$ cat config.mk
export PLATFORM = sky130hd
export DESIGN_NAME = gate_exerciser_flat
export DESIGN_NICKNAME = d
export VERILOG_FILES = /design/src/rtl/gate_exerciser_if.sv /design/src/rtl/gate_exerciser.sv /design/src/flat_wrapper.sv
export SDC_FILE = /design/constraint.sdc
export NUM_CORES = 1
export LEC_CHECK = 0
export CORE_MARGIN = 2
export CORE_UTILIZATION = 52
export CTS_BUF_LIST = sky130_fd_sc_hd__clkbuf_2
export CTS_CLUSTER_DIAMETER = 80
export DETAILED_ROUTE_END_ITERATION = 8
export GPL_TIMING_DRIVEN = 0
export HOLD_SLACK_MARGIN = 0.1
export PLACE_DENSITY = 0.81
export SETUP_SLACK_MARGIN = 0.05
export SYNTH_ARGS = -nofsm -noshare
export SYNTH_HDL_FRONTEND = slang
export SYNTH_SLANG_ARGS = --single-unit
export TNS_END_PERCENT = 1
$ cat constraint.sdc
create_clock -name clk -period 2.1 [get_ports clk]
set_clock_uncertainty 0.2 [all_clocks]
set_input_delay 0.315 -clock clk [delete_from_list [all_inputs] [get_ports clk]]
set_output_delay 0.315 -clock clk [all_outputs]
set_load 0.005 [all_outputs]
$ cat src/rtl/gate_exerciser_if.sv
// gate_exerciser_if
//   Bundles the signals between the gate exerciser, the two-input gate block
//   it drives, and whoever requests runs and reads the diagnostics.
//   master : the exerciser (drives a/b and all status, reads start and y0..y6)
//   slave  : the environment (drives start and the gate outputs, reads status)
//   Signals:
//     start            run request, level-sampled while idle
//     a, b             stimulus to the gate block
//     y0..y6           gate-block outputs
//     busy, done       run in progress / one-cycle end-of-run pulse
//     pass             last run had no mismatching vector
//     err_count        mismatching vectors in the last run (saturating)
//     fail_vec         sticky per-output mismatch bits, bit i = yi
//     first_fail_idx   {a,b} of the first mismatching vector
//     first_fail_valid first_fail_idx holds a captured value
interface gate_exerciser_if;
  logic       start;
  logic       a;
  logic       b;
  logic       y0;
  logic       y1;
  logic       y2;
  logic       y3;
  logic       y4;
  logic       y5;
  logic       y6;
  logic       busy;
  logic       done;
  logic       pass;
  logic [7:0] err_count;
  logic [6:0] fail_vec;
  logic [1:0] first_fail_idx;
  logic       first_fail_valid;

  modport master (
    input  start, y0, y1, y2, y3, y4, y5, y6,
    output a, b, busy, done, pass, err_count, fail_vec,
           first_fail_idx, first_fail_valid
  );

  modport slave (
    output start, y0, y1, y2, y3, y4, y5, y6,
    input  a, b, busy, done, pass, err_count, fail_vec,
           first_fail_idx, first_fail_valid
  );
endinterface

$ cat src/rtl/gate_exerciser.sv
// gate_exerciser
//   Walks a two-input gate block through {a,b} = 00,01,10,11 for LOOPS sweeps,
//   waits SETTLE cycles per vector, samples y0..y6 and compares them against
//   the AND/OR/NAND/NOR/XOR/XNOR/NOT truth table. Reports pass/fail, a
//   saturating mismatch count and first-failure diagnostics.
//   Parameters: SETTLE (1..255) settle cycles, LOOPS (1..65535) sweeps per run.
//   Ports:
//     clk  rising-edge clock
//     rst  asynchronous active-high reset
//     bus  gate_exerciser_if.master (start, a/b, y0..y6, status/diagnostics)
module gate_exerciser #(
  parameter int unsigned SETTLE = 2,
  parameter int unsigned LOOPS  = 1
) (
  input  logic              clk,
  input  logic              rst,
  gate_exerciser_if.master  bus
);

  localparam logic [1:0]  ST_IDLE     = 2'd0;
  localparam logic [1:0]  ST_SETTLE   = 2'd1;
  localparam logic [1:0]  ST_SAMPLE   = 2'd2;
  localparam logic [7:0]  SETTLE_LAST = 8'(SETTLE - 1);
  localparam logic [15:0] LOOP_LAST   = 16'(LOOPS - 1);

  // Expected gate outputs for one input vector, bit i = yi.
  function automatic logic [6:0] gate_expect(input logic a, input logic b);
    gate_expect = {~a, ~(a ^ b), a ^ b, ~(a | b), ~(a & b), a | b, a & b};
  endfunction

  logic [1:0]  state_q, state_d;
  logic [7:0]  settle_q, settle_d;
  logic [15:0] loop_q, loop_d;
  logic        a_q, a_d;
  logic        b_q, b_d;
  logic        busy_q, busy_d;
  logic        done_q, done_d;
  logic        pass_q, pass_d;
  logic [7:0]  err_q, err_d;
  logic [6:0]  fail_q, fail_d;
  logic [1:0]  ffi_q, ffi_d;
  logic        ffv_q, ffv_d;
  logic [6:0]  y_s;
  logic [6:0]  mism_s;
  logic        last_vec_s;

  assign y_s        = {bus.y6, bus.y5, bus.y4, bus.y3, bus.y2, bus.y1, bus.y0};
  assign mism_s     = y_s ^ gate_expect(a_q, b_q);
  assign last_vec_s = ({a_q, b_q} == 2'b11) && (loop_q == LOOP_LAST);

  // Next-state logic for the run sequencer and all diagnostics.
  always_comb begin
    state_d  = state_q;
    settle_d = settle_q;
    loop_d   = loop_q;
    a_d      = a_q;
    b_d      = b_q;
    busy_d   = busy_q;
    done_d   = 1'b0;
    pass_d   = pass_q;
    err_d    = err_q;
    fail_d   = fail_q;
    ffi_d    = ffi_q;
    ffv_d    = ffv_q;
    case (state_q)
      ST_IDLE: begin
        if (bus.start) begin
          state_d  = ST_SETTLE;
          a_d      = 1'b0;
          b_d      = 1'b0;
          busy_d   = 1'b1;
          settle_d = 8'd0;
          loop_d   = 16'd0;
          err_d    = 8'd0;
          fail_d   = 7'd0;
          ffv_d    = 1'b0;
          pass_d   = 1'b0;
        end else begin
          state_d = ST_IDLE;
        end
      end
      ST_SETTLE: begin
        settle_d = settle_q + 8'd1;
        if (settle_q == SETTLE_LAST) begin
          state_d = ST_SAMPLE;
        end else begin
          state_d = ST_SETTLE;
        end
      end
      ST_SAMPLE: begin
        fail_d = fail_q | mism_s;
        // One count per failing vector; hold at 255 instead of wrapping.
        if ((mism_s != 7'd0) && (err_q != 8'hFF)) begin
          err_d = err_q + 8'd1;
        end else begin
          err_d = err_q;
        end
        if ((mism_s != 7'd0) && !ffv_q) begin
          ffi_d = {a_q, b_q};
          ffv_d = 1'b1;
        end else begin
          ffi_d = ffi_q;
          ffv_d = ffv_q;
        end
        if (last_vec_s) begin
          state_d = ST_IDLE;
          a_d     = 1'b0;
          b_d     = 1'b0;
          busy_d  = 1'b0;
          done_d  = 1'b1;
          pass_d  = (err_d == 8'd0);
        end else begin
          state_d  = ST_SETTLE;
          {a_d, b_d} = {a_q, b_q} + 2'd1;
          settle_d = 8'd0;
          if ({a_q, b_q} == 2'b11) begin
            loop_d = loop_q + 16'd1;
          end else begin
            loop_d = loop_q;
          end
        end
      end
      default: begin
        state_d = ST_IDLE;
        a_d     = 1'b0;
        b_d     = 1'b0;
        busy_d  = 1'b0;
      end
    endcase
  end

  // State and output registers; reset returns everything to idle at once.
  always_ff @(posedge clk or posedge rst) begin
    if (rst) begin
      state_q  <= ST_IDLE;
      settle_q <= 8'd0;
      loop_q   <= 16'd0;
      a_q      <= 1'b0;
      b_q      <= 1'b0;
      busy_q   <= 1'b0;
      done_q   <= 1'b0;
      pass_q   <= 1'b0;
      err_q    <= 8'd0;
      fail_q   <= 7'd0;
      ffi_q    <= 2'd0;
      ffv_q    <= 1'b0;
    end else begin
      state_q  <= state_d;
      settle_q <= settle_d;
      loop_q   <= loop_d;
      a_q      <= a_d;
      b_q      <= b_d;
      busy_q   <= busy_d;
      done_q   <= done_d;
      pass_q   <= pass_d;
      err_q    <= err_d;
      fail_q   <= fail_d;
      ffi_q    <= ffi_d;
      ffv_q    <= ffv_d;
    end
  end

  assign bus.a                = a_q;
  assign bus.b                = b_q;
  assign bus.busy             = busy_q;
  assign bus.done             = done_q;
  assign bus.pass             = pass_q;
  assign bus.err_count        = err_q;
  assign bus.fail_vec         = fail_q;
  assign bus.first_fail_idx   = ffi_q;
  assign bus.first_fail_valid = ffv_q;

endmodule

$ cat src/flat_wrapper.sv
// flat-port wrapper written by rule: the top's interface ports become plain ports
module gate_exerciser_flat 
#(
  parameter int unsigned SETTLE = 2,
  parameter int unsigned LOOPS  = 1
)
  (clk, rst, bus_start, bus_y0, bus_y1, bus_y2, bus_y3, bus_y4, bus_y5, bus_y6, bus_a, bus_b, bus_busy, bus_done, bus_pass, bus_err_count, bus_fail_vec, bus_first_fail_idx, bus_first_fail_valid);
  gate_exerciser_if bus_i ();
  input  logic clk;
  input  logic rst;
  input wire logic [$bits(bus_i.start)-1:0] bus_start;
  input wire logic [$bits(bus_i.y0)-1:0] bus_y0;
  input wire logic [$bits(bus_i.y1)-1:0] bus_y1;
  input wire logic [$bits(bus_i.y2)-1:0] bus_y2;
  input wire logic [$bits(bus_i.y3)-1:0] bus_y3;
  input wire logic [$bits(bus_i.y4)-1:0] bus_y4;
  input wire logic [$bits(bus_i.y5)-1:0] bus_y5;
  input wire logic [$bits(bus_i.y6)-1:0] bus_y6;
  output wire logic [$bits(bus_i.a)-1:0] bus_a;
  output wire logic [$bits(bus_i.b)-1:0] bus_b;
  output wire logic [$bits(bus_i.busy)-1:0] bus_busy;
  output wire logic [$bits(bus_i.done)-1:0] bus_done;
  output wire logic [$bits(bus_i.pass)-1:0] bus_pass;
  output wire logic [$bits(bus_i.err_count)-1:0] bus_err_count;
  output wire logic [$bits(bus_i.fail_vec)-1:0] bus_fail_vec;
  output wire logic [$bits(bus_i.first_fail_idx)-1:0] bus_first_fail_idx;
  output wire logic [$bits(bus_i.first_fail_valid)-1:0] bus_first_fail_valid;
  assign bus_i.start = bus_start;
  assign bus_i.y0 = bus_y0;
  assign bus_i.y1 = bus_y1;
  assign bus_i.y2 = bus_y2;
  assign bus_i.y3 = bus_y3;
  assign bus_i.y4 = bus_y4;
  assign bus_i.y5 = bus_y5;
  assign bus_i.y6 = bus_y6;
  assign bus_a = bus_i.a;
  assign bus_b = bus_i.b;
  assign bus_busy = bus_i.busy;
  assign bus_done = bus_i.done;
  assign bus_pass = bus_i.pass;
  assign bus_err_count = bus_i.err_count;
  assign bus_fail_vec = bus_i.fail_vec;
  assign bus_first_fail_idx = bus_i.first_fail_idx;
  assign bus_first_fail_valid = bus_i.first_fail_valid;
  gate_exerciser #(.SETTLE(SETTLE), .LOOPS(LOOPS)) u_core (.clk(clk), .rst(rst), .bus(bus_i));
endmodule
==> summary.txt <==
CTS Sinks: 49
Min Tclk post-route: 2420 ps
CTS Buf Count: 5
Slowest-stage cell, CP: dfrtp_2
Fin cells: 405
Peak VDD IR: 0.000392 V
Dpl ws: -490 ps
CTS max path bufs: 2
Share of flip-flops with an asynchronous set or reset: 100%
DR vias: 2213
Final nets: 351
Hold slack: 320 ps
Failing checks: negative setup slack
Htree depth: 2
Drt drc: 0
Die ar.: 5710 um^2
Area grow syn2layout: 26.1%
Crit end category: flop
Critical Path AT: 2640 ps
RR Endpoint: u_core.bus.pass$_DFFE_PP0P_
CP Cell Sequence: inv_2 -> ha_4 -> and3b_1 -> o22ai_4 -> o31ai_4 -> or4_1 -> o21a_1 -> o21ai_2 -> a21o_1
Clock-pin transition on the worst setup and hold timing paths: 250 ps
First-pass GRT wire length: 9230 um
Drt pass-1 iters: 4
Post-Synthesis Cells: 283
Input/output buffers: 32
Critical path class: reg -> reg
Gr usage total: 21.3%
Synth cell count leaders: dfrtp_1 (49), nor2_1 (40), nand2_1 (23)
Count leader, synth: dfrtp_1
Routed len/inst: 14.2 um
Worst-Skew Late Latency: 450 ps
Leakage: 1.55 nW
Slew @ Worst Pin: 566 ps
Height of the die: 75.6 um
Synth unique cells: 49
Synth area leader: dfrtp_1
Hold Crit Class: reg -> reg
CTS tree: built
Initial antenna violation count: 0
R2R Setup Slk: -320 ps
Initial Util: 53.2%
Hold Vio Cnt, Final: 0
Core box area: 5010 um^2
Root buffer cell: clkbuf_2
Fmax: 0.412 GHz
Reg-to-Reg Start: u_core.bus.b$_DFFE_PP0P_
Setup-failing EPs final: 29
Max-Cap Viols: 0
Worst endpoint required time: 2320 ps
Crit-path max FO: 5
Initial DRC Count: 80
Placer Congestion: 0.947
Vias in the first global route: 2050
Status: finished with violations
Share of cells above drive strength 1: 17.9%
HPWL after DPL: 4020 um
Post-placement cell count: 386
Detail Route Antenna Nets: 0
Worst setup SP type: flop
Worst R2R Path Depth: 9
Setup TNS Final: -3650 ps
Period utilisation layout: 115%
Share of the synthesized area in the top cell type: 46.0%
Main flop type after synthesis: dfrtp_1
Final worst slack: -325 ps
Pin count of the biggest net entering global routing: 38
# IOs: 33
Sequential element share of the synthesized area: 46.0%
Syn Area/Cell: 9.42 um^2
Die Span X: 75.6 um
Crit path capture: u_core.bus.pass$_DFFE_PP0P_
Synth top area cells: dfrtp_1 (46%), xor2_1 (5.9%), nor2_1 (5.6%)
Synthesized flop and latch total: 49
Final Max Slew Viols: 0
Cell Pwr Density: 422 nW/um^2
Headroom to the max-slew limit: 62.0%
RSZ-0062 raised after global routing: yes
Number of enable flip-flop cells after synthesis: 0
Fillers: 404
Cell Rows: 26
Syn_nets: 300
Post-synthesis cell area: 2670 um^2
Critical Path Source: u_core.bus.b$_DFFE_PP0P_
Crit-path max cell delay: 500 ps
N_diodes: 0
Yosys Warn Count: 0
Vias per Instance: 5.46
Routed wire length: 5760 um
Grt ovf: 0
## sequential cells by signal (all words and copies together), names as in the netlist
signal and count:
u_core.bus.b 1, u_core.bus.a 1, u_core.state_q 2, u_core.bus.pass 1
u_core.bus.err_count 8, u_core.bus.first_fail_valid 1, u_core.bus.fail_vec 7, u_core.bus.done 1
u_core.bus.first_fail_idx 2, u_core.bus.busy 1, u_core.settle_q 8, u_core.loop_q 16
## repair_timing
action                     CTS  global route
hold buffers                 1             0
resized for setup           18            20
setup buffers                7             3
setup endpoints to repair   46            46
pin swaps                    4             7
hold endpoints to repair    12             0
## critical path: cells and delay by family, from the launching register on
family | cells | cell delay, ps
AO/OA/AOI/OAI | 5 | 690
AND/OR/NAND/NOR | 2 | 680
flip-flops | 1 | 500
adder cells (fa/ha/maj) | 1 | 220
buffers and inverters | 1 | 90
## where the power goes
group / switching [mW] / leakage, nW / internal, mW
Clock: 0.321 / 0.0294 / 0.0843
Sequential: 0.000167 / 0.621 / 0.946
Combinational: 0.0370 / 0.902 / 0.0307
## per-stage QoR
stage | power [mW] | util (%) | instance area [um^2]
2_1_floorplan | 0.989 | - | 2680
3_3_place_gp | 1.02 | 61.6 | 3090
3_5_place_dp | 1.02 | 62.0 | 3110
4_1_cts | 1.42 | 65.7 | 3290
5_1_grt | 1.48 | 67.1 | 3360
6_report | 1.42 | 67.1 | 3360
## cells in the final DEF, fill, tap and decap left out, types with 6 or more instances in the layout
cell,n
dfrtp_1,41
nor2_1,39
clkdlybuf4s50_1,26
nand2_1,23
xor2_1,18
o21ai_0,14
a21oi_1,14
nand3_1,11
inv_1,10
xnor2_1,10
nand4_1,10
buf_4,9
dfrtp_2,8
clkbuf_2,6
## final cells by class
class                      instances  area (um^2)  area share (%)
tap                               70         87.6            2.61
clock buffer                       5         25.0           0.745
timing repair buffer              44          443            13.2
inverter                          13         48.8            1.45
clock inverter                     3         21.3           0.633
buffer                            10         50.0            1.49
multi-input combinational        211         1450            43.1
sequential                        49         1240            36.8
## cells by family after synthesis
| family | synth area share [%] |
|---|---|
| adders and majority gates | 3.29 |
| buffers and inverters | 3.66 |
| muxes | 0.376 |
| xor gates and xnor gates | 9.20 |
| AOI/OAI and AO/OA | 13.1 |
| DFF | 46.0 |
| and+or+nand+nor | 24.4 |
## layer usage
metal  up-vias  GRT usage [%]  wire (um)
met1      1069           27.8       2620
li1       1086              -          -
met3        12           4.89        205
met4         0           7.41         99
met5         -              0          0
met2        46           34.9       2840
## worst min path at each step
stage | startpoint | to | slack [ps] | depth (start not counted)
finish | u_core.bus.first_fail_idx[0]$_DFFE_PP0P_ | u_core.bus.first_fail_idx[0]$_DFFE_PP0P_ | 320 | 2
CTS | u_core.bus.first_fail_idx[0]$_DFFE_PP0P_ | u_core.bus.first_fail_idx[0]$_DFFE_PP0P_ | 320 | 2
global placement | u_core.bus.first_fail_idx[1]$_DFFE_PP0P_ | u_core.bus.first_fail_idx[1]$_DFFE_PP0P_ | 270 | 2
detailed placement | u_core.bus.first_fail_idx[0]$_DFFE_PP0P_ | u_core.bus.first_fail_idx[0]$_DFFE_PP0P_ | 280 | 2
floorplan | u_core.bus.first_fail_idx[0]$_DFFE_PP0P_ | u_core.bus.first_fail_idx[0]$_DFFE_PP0P_ | 270 | 2
global route | u_core.bus.first_fail_idx[0]$_DFFE_PP0P_ | u_core.bus.first_fail_idx[0]$_DFFE_PP0P_ | 340 | 2
(Power assumes the default switching activity.)
